File: src/rtl/vread_pkg.sv
// Shared types and constants for the vector-read sequencer slice.
package vread_pkg;

   typedef enum logic [1:0] {
      IDLE  = 2'd0,
      RUN   = 2'd1,
      DRAIN = 2'd2
   } state_t;

   localparam int FIFO_DEPTH = 2;
   localparam int FIFO_CNT_W = $clog2(FIFO_DEPTH + 1);

endpackage

File: src/rtl/vread_sequencer_if.sv
// Request, register-file and output-stream signals of the vector-read sequencer.
interface vread_sequencer_if #(
   parameter int WIDTH       = 32,
   parameter int LOG2NUMREGS = 4
);

   logic                   req_valid;
   logic                   req_ready;
   logic [LOG2NUMREGS-1:0] req_base;
   logic [LOG2NUMREGS:0]   req_len;
   logic                   cancel;
   logic [LOG2NUMREGS-1:0] rf_reg;
   logic                   rf_en;
   logic [WIDTH-1:0]       rf_readdata;
   logic                   out_valid;
   logic                   out_ready;
   logic [WIDTH-1:0]       out_data;
   logic [LOG2NUMREGS-1:0] out_idx;
   logic                   out_last;

   modport slave (
      input  req_valid, req_base, req_len, cancel, rf_readdata, out_ready,
      output req_ready, rf_reg, rf_en, out_valid, out_data, out_idx, out_last
   );

   modport master (
      output req_valid, req_base, req_len, cancel, rf_readdata, out_ready,
      input  req_ready, rf_reg, rf_en, out_valid, out_data, out_idx, out_last
   );

endinterface

File: src/rtl/vread_skid.sv
// Two-entry FIFO holding register-file read results; entry 0 is always the head.
module vread_skid
   import vread_pkg::*;
#(
   parameter int PAYLOAD_W = 8
) (
   input  logic                  clk,
   input  logic                  resetn,
   input  logic                  clr,
   input  logic                  push,
   input  logic                  pop,
   input  logic [PAYLOAD_W-1:0]  din,
   output logic [PAYLOAD_W-1:0]  dout,
   output logic                  valid,
   output logic [FIFO_CNT_W-1:0] count
);

   logic [PAYLOAD_W-1:0] mem0;
   logic [PAYLOAD_W-1:0] mem1;

   always_ff @(posedge clk or negedge resetn) begin
      if (!resetn) begin
         count <= '0;
         mem0  <= '0;
         mem1  <= '0;
      end else if (clr) begin
         count <= '0;
      end else begin
         case ({push, pop})
            2'b10: begin
               if (count == '0) mem0 <= din;
               else             mem1 <= din;
               count <= count + FIFO_CNT_W'(1);
            end
            2'b01: begin
               mem0  <= mem1;
               count <= count - FIFO_CNT_W'(1);
            end
            // Simultaneous push/pop keeps the count; the new entry lands behind the survivor.
            2'b11: begin
               if (count == FIFO_CNT_W'(1)) begin
                  mem0 <= din;
               end else begin
                  mem0 <= mem1;
                  mem1 <= din;
               end
            end
            default: ;
         endcase
      end
   end

   assign dout  = mem0;
   assign valid = (count != '0);

endmodule

File: src/rtl/vread_sequencer.sv
// Issues register-file reads for a base/length vector and streams the results in index order.
module vread_sequencer
   import vread_pkg::*;
#(
   parameter int WIDTH       = 32,
   parameter int NUMREGS     = 16,
   parameter int LOG2NUMREGS = 4
) (
   input  logic              clk,
   input  logic              resetn,
   vread_sequencer_if.slave  bus
);

   localparam int CW = LOG2NUMREGS + 1;
   localparam int PW = WIDTH + LOG2NUMREGS + 1;

   state_t                 state;
   state_t                 state_nxt;
   logic [LOG2NUMREGS-1:0] base;
   logic [CW-1:0]          len;
   logic [CW-1:0]          issue_cnt;
   logic                   inflight;
   logic [LOG2NUMREGS-1:0] inflight_idx;
   logic                   inflight_last;

   logic [FIFO_CNT_W-1:0]  fifo_count;
   logic                   fifo_valid;
   logic [PW-1:0]          fifo_dout;

   logic                   pop;
   logic                   push;
   logic                   accept;
   logic                   issue;
   logic                   issue_ok;
   logic                   issue_last;
   logic [2:0]             occupancy;
   logic [CW-1:0]          addr_sum;

   assign pop        = fifo_valid & bus.out_ready;
   assign push       = inflight & ~bus.cancel;
   // Count the read in flight as already occupying a slot so the FIFO can never overflow.
   assign occupancy  = 3'(fifo_count) + 3'(inflight) - 3'(pop);
   assign issue_ok   = (occupancy < 3'(FIFO_DEPTH));
   assign issue_last = (issue_cnt == len - CW'(1));
   assign addr_sum   = CW'(base) + issue_cnt;

   always_ff @(posedge clk or negedge resetn) begin
      if (!resetn) state <= IDLE;
      else         state <= state_nxt;
   end

   always_comb begin
      state_nxt = state;
      if (bus.cancel) begin
         state_nxt = IDLE;
      end else begin
         case (state)
            IDLE:    if (bus.req_valid && bus.req_len != '0) state_nxt = RUN;
            RUN:     if (issue && issue_last)               state_nxt = DRAIN;
            DRAIN:   if (!inflight && !fifo_valid)          state_nxt = IDLE;
            default: state_nxt = IDLE;
         endcase
      end
   end

   always_comb begin
      bus.req_ready = (state == IDLE);
      accept        = (state == IDLE) && bus.req_valid && !bus.cancel && (bus.req_len != '0);
      issue         = (state == RUN) && issue_ok && !bus.cancel;
   end

   always_ff @(posedge clk or negedge resetn) begin
      if (!resetn) begin
         base          <= '0;
         len           <= '0;
         issue_cnt     <= '0;
         inflight      <= 1'b0;
         inflight_idx  <= '0;
         inflight_last <= 1'b0;
      end else begin
         inflight <= issue;
         if (accept) begin
            base      <= bus.req_base;
            len       <= bus.req_len;
            issue_cnt <= '0;
         end else if (issue) begin
            issue_cnt     <= issue_cnt + CW'(1);
            inflight_idx  <= issue_cnt[LOG2NUMREGS-1:0];
            inflight_last <= issue_last;
         end
      end
   end

   assign bus.rf_en  = issue;
   assign bus.rf_reg = (addr_sum >= CW'(NUMREGS))
                     ? addr_sum[LOG2NUMREGS-1:0] - LOG2NUMREGS'(NUMREGS)
                     : addr_sum[LOG2NUMREGS-1:0];

   vread_skid #(
      .PAYLOAD_W (PW)
   ) u_skid (
      .clk    (clk),
      .resetn (resetn),
      .clr    (bus.cancel),
      .push   (push),
      .pop    (pop),
      .din    ({bus.rf_readdata, inflight_idx, inflight_last}),
      .dout   (fifo_dout),
      .valid  (fifo_valid),
      .count  (fifo_count)
   );

   assign bus.out_valid = fifo_valid;
   assign {bus.out_data, bus.out_idx, bus.out_last} = fifo_dout;

endmodule

File: src/flat_wrapper.sv
// flat-port wrapper written by rule: the top's interface ports become plain ports
module vread_sequencer_flat import vread_pkg::*;
#(
   parameter int WIDTH       = 32,
   parameter int NUMREGS     = 16,
   parameter int LOG2NUMREGS = 4
)
  (clk, resetn, bus_req_valid, bus_req_base, bus_req_len, bus_cancel, bus_rf_readdata, bus_out_ready, bus_req_ready, bus_rf_reg, bus_rf_en, bus_out_valid, bus_out_data, bus_out_idx, bus_out_last);
  vread_sequencer_if #(.WIDTH(WIDTH), .LOG2NUMREGS(LOG2NUMREGS)) bus_i ();
  input  logic clk;
  input  logic resetn;
  input wire logic [$bits(bus_i.req_valid)-1:0] bus_req_valid;
  input wire logic [$bits(bus_i.req_base)-1:0] bus_req_base;
  input wire logic [$bits(bus_i.req_len)-1:0] bus_req_len;
  input wire logic [$bits(bus_i.cancel)-1:0] bus_cancel;
  input wire logic [$bits(bus_i.rf_readdata)-1:0] bus_rf_readdata;
  input wire logic [$bits(bus_i.out_ready)-1:0] bus_out_ready;
  output wire logic [$bits(bus_i.req_ready)-1:0] bus_req_ready;
  output wire logic [$bits(bus_i.rf_reg)-1:0] bus_rf_reg;
  output wire logic [$bits(bus_i.rf_en)-1:0] bus_rf_en;
  output wire logic [$bits(bus_i.out_valid)-1:0] bus_out_valid;
  output wire logic [$bits(bus_i.out_data)-1:0] bus_out_data;
  output wire logic [$bits(bus_i.out_idx)-1:0] bus_out_idx;
  output wire logic [$bits(bus_i.out_last)-1:0] bus_out_last;
  assign bus_i.req_valid = bus_req_valid;
  assign bus_i.req_base = bus_req_base;
  assign bus_i.req_len = bus_req_len;
  assign bus_i.cancel = bus_cancel;
  assign bus_i.rf_readdata = bus_rf_readdata;
  assign bus_i.out_ready = bus_out_ready;
  assign bus_req_ready = bus_i.req_ready;
  assign bus_rf_reg = bus_i.rf_reg;
  assign bus_rf_en = bus_i.rf_en;
  assign bus_out_valid = bus_i.out_valid;
  assign bus_out_data = bus_i.out_data;
  assign bus_out_idx = bus_i.out_idx;
  assign bus_out_last = bus_i.out_last;
  vread_sequencer #(.WIDTH(WIDTH), .NUMREGS(NUMREGS), .LOG2NUMREGS(LOG2NUMREGS)) u_core (.clk(clk), .resetn(resetn), .bus(bus_i));
endmodule
File: config.mk
export PLATFORM = sky130hd
export DESIGN_NAME = vread_sequencer_flat
export DESIGN_NICKNAME = d
export VERILOG_FILES = /design/src/rtl/vread_pkg.sv /design/src/rtl/vread_sequencer_if.sv /design/src/rtl/vread_skid.sv /design/src/rtl/vread_sequencer.sv /design/src/flat_wrapper.sv
export SDC_FILE = /design/constraint.sdc
export NUM_CORES = 1
export LEC_CHECK = 0
export CAP_MARGIN = 5
export CORE_MARGIN = 4
export CORE_UTILIZATION = 49
export CTS_BUF_LIST = sky130_fd_sc_hd__clkbuf_8
export DETAILED_ROUTE_END_ITERATION = 7
export PLACE_DENSITY_LB_ADDON = 0.3
export SLEW_MARGIN = 20
export SYNTH_ARGS = -nofsm -noshare
export SYNTH_HDL_FRONTEND = slang
export SYNTH_HIERARCHICAL = 1
export SYNTH_SLANG_ARGS = --single-unit
File: constraint.sdc
create_clock -name clk -period 4.86 [get_ports clk]
set_clock_uncertainty 0.1 [all_clocks]
set_input_delay 1.458 -clock clk [delete_from_list [all_inputs] [get_ports clk]]
set_output_delay 1.458 -clock clk [all_outputs]
set_load 0.03 [all_outputs]
## Word level (Yosys, flattened, before mapping)

Cells that the tools add are included.

- Bits of input ports: 46
- Output and inout port bits: 44
- Latch bits: 0
- Logic and storage cells: 73
- Register bits after elaboration: 98
- Memories: 0
- RAM bits: 0
- Bits in read-only memories: 0

- $lt $le $gt $ge: 1
- Shift operators: 0
- Equal/unequal tests: 13
- Bitwise logic cells: 4
- Multiplexer cells: 15
- $add $sub $neg: 7
- Multiply operators: 0
- Divide/modulo/power cells: 0
- Reductions and logical operators: 23

Operators by type and width:

| cell | number |
|---|---|
| $mux 37 | 4 |
| $pmux 37 s3 | 1 |
| $pmux 37 s2 | 1 |
| $mux 2 | 5 |
| $mux 5 | 2 |
| $ne 3x2->1 const B | 3 |
| $logic_and 1x1->1 | 8 |
| $eq 2x1->1 const B | 3 |
| $eq 2x2->1 const B | 3 |
| $ne 2x2->1 const B | 3 |
| $pmux 2 s3 | 1 |
| $reduce_and 3->1 | 2 |
| $reduce_bool 2->1 | 3 |
| $reduce_bool 3->1 | 2 |
| $add 5x1->5 const B | 1 |
| $eq 5x5->1 | 1 |
| $reduce_bool 5->1 | 1 |
| $sub 5x1->5 const B | 1 |
| $add 4x4->4 | 1 |
| $logic_not 2->1 | 2 |
| $pmux 2 s2 | 1 |
| $reduce_and 4->1 | 1 |
| $add 2x1->3 | 1 |
| $logic_not 1->1 | 3 |
| 7 further kinds | 9 |

## Depth between registers and ports, before layout

- Word-level depth: 10
- Mapped depth: 12
- Gate-level depth less buffers: 11

## Hierarchy

Netlist, hierarchy kept.

By module, submodules not included:

| module | instances | cells each | area each (µm²) |
|---|---|---|---|
| vread_skid | 1 | 217 | 3633.5 |
| vread_sequencer | 1 | 116 | 1246.2 |

## Worst setup path after synthesis

Ideal clock, no wire load.

- Path type: input-to-output
- Start: input bus_out_ready
- End: output bus_rf_en
- Data required time: 3.302 ns
- Setup slack: -0.006 ns
- Arrival time: 3.308 ns
- Cell stages on the path: 8
- Cell sequence: and2_1 -> ha_1 -> nand2b_1 -> fa_1 -> xnor2_1 -> nand3_1 -> clkbuf_1 -> inv_1

- Longest elaborated chain between the ends: 5

Ends and longest elaborated chain:

| item | RTL line | text |
|---|---|---|
| start: declaration | flat_wrapper.sv:17 | `input wire logic [$bits(bus_i.out_ready)-1:0] bus_out_ready;` |
| $and 1x1->1 | vread_sequencer.sv:39 | `assign pop = fifo_valid & bus.out_ready;` |
| $sub 3x1->3 | vread_sequencer.sv:42 | `assign occupancy = 3'(fifo_count) + 3'(inflight) - 3'(pop);` |
| $lt 3x2->1 | vread_sequencer.sv:43 | `assign issue_ok = (occupancy < 3'(FIFO_DEPTH));` |
| $logic_and 1x1->1 (2 in a row) | vread_sequencer.sv:69 | `issue = (state == RUN) && issue_ok && !bus.cancel;` |
| end: declaration | flat_wrapper.sv:20 | `output wire logic [$bits(bus_i.rf_en)-1:0] bus_rf_en;` |

Every way passes these cells.

## Worst setup path in the final report

- Start: input bus_out_ready
- End: output bus_rf_en

- Longest elaborated chain between the ends: 5

Ends and longest elaborated chain:

| item | RTL line | text |
|---|---|---|
| $and 1x1->1 | vread_sequencer.sv:39 |  |
| named net u_core.pop | vread_sequencer.sv:30 | `logic pop;` |
| $sub 3x1->3 | vread_sequencer.sv:42 |  |
| $lt 3x2->1 | vread_sequencer.sv:43 |  |
| $logic_and 1x1->1 (2 in a row) | vread_sequencer.sv:69 |  |

The timed path passes the listed nets, and every way through them passes these cells.

==> out/results.ini <==
[outcome]
status = completed

[sta]
relSlewSlack_pct = 27.61
finalCritPeriodShare_pct = 99.11
worstMarginPinSlew_ns = 1.083
finalSetupViolations = 0
fin_crit_ns = 4.817
tns_ns = 0
fmax_mhz = 207.6
final_hold_viol_count = 0
slew_viol_final = 0

[detailed_routing]
routedWlPerCell_microns = 15.51
drt_iter0_drc = 51
routed_wl_microns = 9024
routed_via_density = 5.069
ant_nets = 0
first_pass_iters = 4
drc = 0
vias = 2950

[placement]
hpwl_microns = 6122
gp_congestion = 0.7629
placed_area_sq_um = 5922
port_buffers = 89

[synth]
ys_warn_count = 6
ys_ff_latch = 98
netlist_instances = 333
synthArstFlopShare_pct = 100.0
synth_edf_count = 0
syn_area_sq_um = 4880
syn_avg_cell_area_sq_um = 14.65
synthesis.nets = 389
netlist-cell-type-count = 44
synth-seq-area-share_pct = 50.26
synth_flop_cell = dfrtp_1

[setup_path]
crit_required_ns = 3.30
slowest_delay_ns = 0.57
cp_top_family = adder cells
crit_buf_inv = 3
worstSetupEndpointType = primary output
crit_path_start_kind = primary input
cpMaxStageDelayCell = fa_2
cp_max_fo = 2
critPathKind = primary input to primary output
worstPathArrival_ns = 3.26
cp_cell_sequence = clkdlybuf4s50_1 > and2_4 > ha_4 > nand2b_4 > fa_2 > nand3_2 > inv_2 > buf_6

[power]
p_seq_share_pct = 35.7
p_int_mw = 2.373
ir_drop_mv = 0.3347
power_leakage_nw = 2.905
p_per_area_nw_per_um2 = 595.6
p_sw_mw = 1.350
power_frac_clock_pct = 13.2
switching_share_pct = 36.25
p_comb_share_pct = 51.1

[floorplan]
start_util_pct = 50.15
dieWidth_microns = 107.8
ios = 90
fp.dieArea_sq_um = 11620
die_h_microns = 107.8
rows = 36
core_area_sq_um = 9729

[grt]
grt_pass1_vias = 3072
grt_usage_pct = 16.30
antenna_found_initial = 0
overflow = 0
grt_max_degree = 88
grt_pass1_wl_microns = 14970

[cts]
clock_path_buffers = 2
cts_buffers = 9
clock-sinks = 98
cts-root-buf = clkbuf_8
cts_tree = done
clk_latency_ns = 0.35
holdBufCountCts = 0
path_clk_slew_ns = 0.10
htreeDepth = 3

[cells_and_area]
design_area_sq_um = 6250
fin_nets = 500
diodes = 0
final_cell_mix = 98 x dfrtp_1, 87 x clkdlybuf4s50_1, 60 x mux2_4
layout_commonest_cell = dfrtp_1
drive_gt1_share_pct = 39.20
synthToLayoutAreaGrowth_pct = 28.08

[job]
drv_cap = 0

[min_path]
holdCritPathClass = register to register

-- cell families (layout without fill, tap and decap cells) --
family	Yosys count	in the layout	synth area share, %
DFF	98	98	50.26
adders and majority gates	10	10	2.872
AOI/OAI and AO/OA	19	19	3.205
buffers and inverters	26	142	3.461
xor gates and xnor gates	14	14	2.795
and+or+nand+nor	48	48	5.564
muxes	118	118	31.85
-- metal layers --
metal	global-route usage (%)	routed length, microns	part of all wire [%]	vias to the layer above
met5	0	0	0	-
met4	6.312	125	1.4	0
met3	2.939	399	4.4	11
met2	27.00	4549	50	65
met1	21.28	3949	44	1480
li1	-	-	-	1394
-- worst reg2reg max path, delay by kind of cell, from the launching register on --
kind,cells,cell delay (ns)
adders and majority gates,3,0.97
buffers and inverters,14,1.83
DFF,1,0.51
muxes,1,0.28
and+or+nand+nor,3,0.43
-- per-stage QoR --
stage | hold WS, ns | utilization, % | setup WS (ns) | power (mW) | cells
after global placement | 0.3674 | 60.87 | -0.04834 | 3.107 | 554
after CTS | 0.4112 | 63.86 | 0.005969 | 3.721 | 582
after global routing | 0.4308 | 64.24 | -0.01075 | 3.950 | 582
after floorplan | 0.3585 | - | 0.06738 | 2.571 | 333
final | 0.4087 | 64.24 | 0.04339 | 3.722 | 582
after detailed placement | 0.3875 | 60.87 | -0.08584 | 3.168 | 554
-- synthesized netlist by cell type, drive strengths merged (2+ instances only) --
master / instances / area, sq um
dfrtp: 98 / 2452
a21oi: 3 / 15.01
o21ai: 6 / 41.29
or3: 2 / 12.51
xor2: 3 / 26.28
mux2: 118 / 1554
and2: 2 / 13.77
fa: 2 / 40.04
nand3: 3 / 15.01
ha: 8 / 100.1
nor3b: 2 / 26.28
xnor2: 10 / 87.58
inv: 13 / 48.80
nor2: 5 / 26.27
nand2: 25 / 93.84
a21boi: 3 / 26.27
nand4: 2 / 18.77
o31ai: 2 / 15.01
buf: 12 / 116.4
-- what timing repair did --
item	4_1_cts	5_1_grt
setup buffers	12	1
setup endpoints to repair	1	7
pin swaps	2	1
gates resized for setup	3	5
-- final timing paths --
kind	from	end	slack (ns)	cells past startpoint
max	bus_out_ready	bus_rf_en	0.04	8
min	u_core/u_skid/mem1[1]	u_core/u_skid/mem1[1]	0.41	1
max in group asynchronous	resetn	u_core/u_skid/mem1[15]	2.95	2
min reg2reg	u_core/u_skid/mem1[1]	u_core/u_skid/mem1[1]	0.41	1
min in group asynchronous	resetn	u_core/u_skid/dout[2]	1.05	1
max reg2reg	u_core/u_skid/count[1]	u_core/inflight_idx[0]	0.66	21
-- state kept, by name, indices dropped and copies added, names as in the netlist --
register / count
u_core/len: 5
u_core/u_skid/count: 2
u_core/inflight: 1
u_core/inflight_last: 1
u_core/inflight_idx: 4
u_core/issue_cnt: 5
u_core/u_skid/dout: 37
u_core/base: 4
u_core/u_skid/mem1: 37
u_core/state: 2
-- area by class of cell --
type	count	area (sq um)
fillers	755	3480
flip-flops and latches	98	2452
multi-input cells	209	2308
repair buffers	113	1086
well taps	133	166.4
clock buffers	10	137.6
clock inverters	6	50.05
inverters	13	48.80
-- power by group through the flow --
stage	Combinational [mW]	Clock [mW]	Sequential [mW]
final	1.90	0.490	1.33
after global routing	2.03	0.545	1.37
after CTS	1.88	0.514	1.33
after detailed placement	1.83	0	1.34
after global placement	1.78	0	1.32
after floorplan	0.989	0	1.58
Power figures use the tool's default switching activity.
==> RTL edit 1 (config.mk and constraints unchanged) <==
Make the reset (`resetn`) synchronous in 3 clocked blocks.
--- a/src/rtl/vread_skid.sv
+++ b/src/rtl/vread_skid.sv
@@ -20,3 +20,3 @@
 
-   always_ff @(posedge clk or negedge resetn) begin
+   always_ff @(posedge clk) begin
       if (!resetn) begin
--- a/src/rtl/vread_sequencer.sv
+++ b/src/rtl/vread_sequencer.sv
@@ -46,3 +46,3 @@
 
-   always_ff @(posedge clk or negedge resetn) begin
+   always_ff @(posedge clk) begin
       if (!resetn) state <= IDLE;
@@ -71,3 +71,3 @@
 
-   always_ff @(posedge clk or negedge resetn) begin
+   always_ff @(posedge clk) begin
       if (!resetn) begin
Formal check against the unedited RTL: differs if resetn is asserted again (counterexample within 4 cycles, from zero or initial values and one cycle with resetn low); with resetn held inactive, the same outputs for 4 cycles.
==> RTL edit 1 against the unedited design <==
Via count grew 57%; area after synthesis grew 3.9%; final area fell by 2.3%; maximum frequency grew 0.56%; sequential cell count did not move; setup slack better by 0.027 ns; routed wire length is 49% higher.
Power is not compared: it rests on default switching activity, and its combinational part moved more than twofold at a synthesized area within 25%.
==> RTL edit 1: results (changes against the unedited design) <==
- CTS H-Tree Depth: 3 (unchanged)
- Reg2reg setup slack: 1.29 ns (was 0.66 ns)
- DRT iter0 DRCs: 266 (was 51)
- Hold path start: u_core/u_skid/mem1[34]$_SDFFE_PN0P_ (was u_core/u_skid/mem1[1]$_DFFE_PN0P_)
- Seq/Total Area, Yosys: 0.387 (was 0.503)
- First-pass iteration count of the detailed router: 5 (was 4)
- Worst Hold Depth: 2 (was 1)
- Synth Flop Type: dfxtp_1 (was dfrtp_1)
- Worst R2R Path Depth: 12 (was 21)
- Final GP Congestion: 0.772 (was 0.763)
- Critical path data arrival time: 3.23 ns (was 3.26 ns)
- Status: finished, final reports clean (unchanged)
- Post-synth top cells: dfxtp_1, a21oi_1, nand3_1, o31ai_1, o211ai_1 (was dfrtp_1, mux2_4, mux2_2, nand2_1, inv_1)
- Avg Vias per Cell: 6.14 (was 5.07)
- Inst Count DP: 739 (was 554)
- Via Count: 4641 (was 2950)
- Share of cells above drive strength 1: 0.109 (was 0.392)
- Library cells used by synthesis: 47 (was 44)
- Slowest cell on the critical path: fa_1 (was fa_2)
- Synth top area share: 0.387 (was 0.503)
- Post-synth ARST share: 0 (was 1.00)
- Total track usage: 0.225 (was 0.163)
- Mean Syn Cell Area: 9.17 µm² (was 14.7 µm²)
- HPWL Detailed: 8790 µm (was 6120 µm)
- Largest net degree at the start of global routing: 39 (was 88)
- CP max stage delay: 0.49 ns (was 0.57 ns)
- R2r endpoint: u_core/state[0]$_SDFFE_PP0P_ (was u_core/inflight_idx[0]$_DFFE_PN0P_)
- Worst-margin pin slew: 0.980 ns (was 1.08 ns)
- Vias in the first global route: 4346 (was 3072)
- RR Startpoint: u_core/u_skid/count[1]$_SDFFE_PP0P_ (was u_core/u_skid/count[1]$_DFFE_PN0P_)
- Top post-synthesis cells by area: dfxtp_1, a21oi_1, o31ai_1, o211ai_1, a311oi_1 (was dfrtp_1, mux2_4, mux2_2, ha_1, nand2_1)
- First-pass GRT wire length: 21800 µm (was 15000 µm)
- Total Routed Length: 13500 µm (was 9020 µm)
RTL edit 1: worst reg2reg max path: cells and delay by family, from the launching register on:
kind,cells,cell delay (ns)
and+or+nand+nor,5,1.25
buffers and inverters,3,0.42
adders and majority gates,3,0.96
AOI/OAI and AO/OA,1,0.26
DFF,1,0.50
RTL edit 1: stage by stage:
step	worst slack, ns	hold WS, ns	power [mW]	instance area [µm²]	util
after CTS	0.0729	0.371	1.56	6110	0.616
after floorplan	0.185	0.345	0.924	5070	-
after detailed placement	-0.200	0.358	0.997	5860	0.591
after global placement	-0.177	0.350	0.994	5860	0.591
final	0.0703	0.371	1.56	6110	0.616
after global routing	0.0261	0.395	1.61	6110	0.616
RTL edit 1: how the worst max path moves through the flow:
stage	endpoint	slack [ns]	depth (start not counted)
final	bus_rf_en	0.07	9
after floorplan	bus_rf_en	0.19	7
after global placement	bus_rf_en	-0.18	9
after global routing	bus_rf_en	0.03	9
after detailed placement	bus_rf_en	-0.20	9
after CTS	bus_rf_en	0.07	9
RTL edit 1: layout make-up:
type | instances | share of cell area
multi-input combinational | 381 | 0.431
inverter | 15 | 0.00922
clock buffer | 9 | 0.0203
timing repair buffer | 113 | 0.175
tap | 133 | 0.0272
sequential | 98 | 0.321
clock inverter | 7 | 0.0154
RTL edit 1: power groups by stage:
stage / Combinational [mW] / Clock (mW) / Sequential [mW]
finish: 0.162 / 0.578 / 0.819
global route: 0.173 / 0.615 / 0.821
CTS: 0.162 / 0.584 / 0.819
detailed placement: 0.160 / 0 / 0.838
global placement: 0.157 / 0 / 0.837
floorplan: 0.0791 / 0 / 0.844
RTL edit 1: cell families after synthesis:
| logic type | share of synthesized area |
|---|---|
| mux | 0.0138 |
| buf+inv | 0.0987 |
| compound gates | 0.319 |
| xor+xnor | 0.0313 |
| flops | 0.387 |
| fa+ha+maj | 0.0375 |
| simple gates | 0.113 |
RTL edit 1: repair_timing:
action	in CTS	in global routing
setup buffers	1	0
endpoints found under the setup margin	1	0
gates resized for setup	7	0
RTL edit 1: per-layer routing:
| layer | GRT usage | share of wire | vias up | wire length (µm) |
|---|---|---|---|---|
| li1 | - | - | 2216 | - |
| met1 | 0.305 | 0.43 | 2219 | 5770 |
| met2 | 0.372 | 0.49 | 192 | 6540 |
| met3 | 0.0376 | 0.074 | 14 | 989 |
| met4 | 0.0552 | 0.011 | 0 | 151 |
| met5 | 0 | 0 | - | 0 |
==> RTL edit 2 (same flow settings) <==
Made on the original files. `WIDTH` is set to 32 in 3 places; all go to 16.
--- a/src/rtl/vread_sequencer_if.sv
+++ b/src/rtl/vread_sequencer_if.sv
@@ -2,3 +2,3 @@
 interface vread_sequencer_if #(
-   parameter int WIDTH       = 32,
+   parameter int WIDTH       = 16,
    parameter int LOG2NUMREGS = 4
--- a/src/rtl/vread_sequencer.sv
+++ b/src/rtl/vread_sequencer.sv
@@ -4,3 +4,3 @@
 #(
-   parameter int WIDTH       = 32,
+   parameter int WIDTH       = 16,
    parameter int NUMREGS     = 16,
--- a/src/flat_wrapper.sv
+++ b/src/flat_wrapper.sv
@@ -3,3 +3,3 @@
 #(
-   parameter int WIDTH       = 32,
+   parameter int WIDTH       = 16,
    parameter int NUMREGS     = 16,
Ports: changed (resized bus_out_data and bus_rf_readdata); port bits go from 90 to 58. No check against the original RTL was run, so the function may have changed too.
==> RTL edit 2 against the unedited design <==
Die area fell by 28%; sequential cell count down 32; area after synthesis is 30% lower; total power is 28% lower; setup slack improved by 0.29 ns; clock power is 3% higher; routed wire length shrank 30%; final area shrank 30%; core utilization grew 0.50 points; largest power group unchanged; critical endpoint unchanged.
==> RTL edit 2: results (changes against the unedited design) <==
- Clock-pin slew on the worst setup and hold paths: 0.07 ns (was 0.10 ns)
- Total Nets Final: 363 (was 500)
- Synth Flop Type: dfrtp_1 (unchanged)
- Post-synth ARST share: 1.00 (unchanged)
- CP max stage delay: 0.36 ns (was 0.57 ns)
- Clock latency on the worst-skew pair: 0.32 ns (was 0.35 ns)
- Final GP Congestion: 0.767 (was 0.763)
- Filler instances: 547 (was 755)
- First-pass iteration count of the detailed router: 5 (was 4)
- Status: finished, final reports clean (unchanged)
- Vias in the first global route: 2275 (was 3072)
- Total track usage: 0.161 (was 0.163)
- DRT iter0 DRCs: 68 (was 51)
- Met1 usage: 0.206 (was 0.213)
- PortBufs: 57 (was 89)
- Post-Place Cell Area: 4110 µm² (was 5920 µm²)
- Avg Vias per Cell: 5.00 (was 5.07)
- CP delay by family, top: adder cells (unchanged)
- Total Routed Length: 6290 µm (was 9020 µm)
- Inst Count DP: 404 (was 554)
- Avg WL per Cell: 14.9 µm (was 15.5 µm)
- Diodes inserted: 0 (unchanged)
- Worst Hold Depth: 1 (unchanged)
- R2r endpoint: u_core/issue_cnt[3]$_DFFE_PN0P_ (was u_core/inflight_idx[0]$_DFFE_PN0P_)
- Initial antenna violation count: 0 (unchanged)
- Library cells used by synthesis: 40 (was 44)
- Worst slack, placed: -0.156 ns (was -0.0858 ns)
- WHS: 0.408 ns (was 0.409 ns)
- Top post-synthesis cells by area: dfrtp_1, mux2_4, mux2_2, ha_1, nand2_1 (unchanged)
- Worst vdd ir: 333 µV (was 335 µV)
- Synth warn: 6 (unchanged)
- Internal Power: 1.75 mW (was 2.37 mW)
- Seq/Total Area, Yosys: 0.485 (was 0.503)
- Met3 Use GR: 0.0472 (was 0.0294)
- Share of cells above drive strength 1: 0.358 (was 0.392)
- Critical path data arrival time: 2.96 ns (was 3.26 ns)
- HPWL Detailed: 4330 µm (was 6120 µm)
- Hold path start: u_core/u_skid/mem1[6]$_DFFE_PN0P_ (was u_core/u_skid/mem1[1]$_DFFE_PN0P_)
- Worst Hold End: u_core/u_skid/mem1[6]$_DFFE_PN0P_ (was u_core/u_skid/mem1[1]$_DFFE_PN0P_)
- Pleak: 2.06 nW (was 2.91 nW)
- Storage element area: 1650 µm² (was 2450 µm²)
- GR Util met2: 0.267 (was 0.270)
- First-pass GRT wire length: 10800 µm (was 15000 µm)
- Post-synth top cells: dfrtp_1, mux2_4, mux2_2, nand2_1, inv_1 (unchanged)
- Mean Syn Cell Area: 13.7 µm² (was 14.7 µm²)
- Post-synth net total: 289 (was 389)
- Reg2reg setup slack: 1.68 ns (was 0.66 ns)
- Worst R2R Path Depth: 13 (was 21)
- RR Startpoint: u_core/u_skid/count[1]$_DFFE_PN0P_ (unchanged)
- Worst-margin pin slew: 0.856 ns (was 1.08 ns)
- Largest net degree at the start of global routing: 37 (was 88)
==> RTL edit 2: cell types whose count changed in the layout (fill, tap and decap cells not counted), moves of 2 or more <==
| cell | before | now |
|---|---|---|
| mux2_2 | 57 | 30 |
| mux2_4 | 60 | 40 |
| dfrtp_1 | 98 | 66 |
| bufinv_16 | 0 | 2 |
| clkinv_4 | 2 | 0 |
| clkdlybuf4s50_1 | 87 | 54 |
| inv_6 | 2 | 0 |
| buf_4 | 23 | 15 |
==> RTL edit 2: worst max path at each step <==
stage / to / slack [ns] / cells past startpoint
after global placement: bus_rf_en / -0.08 / 9
after global routing: bus_rf_en / 0.26 / 9
after floorplan: bus_rf_en / 0.006 / 8
final: bus_rf_en / 0.34 / 9
after CTS: bus_rf_en / 0.0004 / 8
after detailed placement: bus_rf_en / -0.16 / 9
==> RTL edit 2: worst register-to-register path: cells and delay by family, from the launching register on <==
| kind | cells | cell delay [ns] |
|---|---|---|
| flops | 1 | 0.47 |
| buf+inv | 4 | 0.49 |
| fa+ha+maj | 3 | 0.76 |
| xor+xnor | 1 | 0.21 |
| compound gates | 1 | 0.17 |
| simple gates | 4 | 0.89 |
==> RTL edit 2: cells by family (layout without fill, tap and decap cells) <==
family                   count (synthesis)  count (layout)  share of synthesized area
multiplexers                            70              70                      0.275
flip-flops                              66              66                      0.485
AND/OR/NAND/NOR                         48              48                     0.0775
buffers and inverters                   22             100                     0.0385
AO/OA/AOI/OAI                           19              19                     0.0430
XOR/XNOR                                14              14                     0.0400
adder cells (fa/ha/maj)                 10              10                     0.0411
==> RTL edit 2: routing by layer <==
| metal | part of all wire | vias up |
|---|---|---|
| met3 | 0.045 | 4 |
| li1 | - | 1010 |
| met1 | 0.45 | 1044 |
| met4 | 0.0045 | 0 |
| met2 | 0.50 | 55 |
| met5 | 0 | - |
==> RTL edit 2: what timing repair did <==
item,in CTS,in global routing
resized for setup,7,2
hold buffers,0,0
setup endpoints to repair,1,1
buffers inserted,2,2
pin swaps,3,3
==> RTL edit 2: power groups by stage <==
stage,Sequential [mW],Clock (mW),Combinational (mW)
floorplan,1.00,0,0.710
global placement,0.868,0,1.21
detailed placement,0.881,0,1.23
CTS,0.873,0.516,1.28
global route,0.900,0.548,1.38
finish,0.870,0.504,1.29
==> RTL edit 2: layout make-up <==
class,count,area share
Sequential cell,66,0.376
Tap cell,96,0.0273
Inverter,13,0.0111
Timing Repair Buffer,72,0.155
Clock inverter,4,0.0154
Multi-Input combinational cell,161,0.381
Clock buffer,11,0.0344
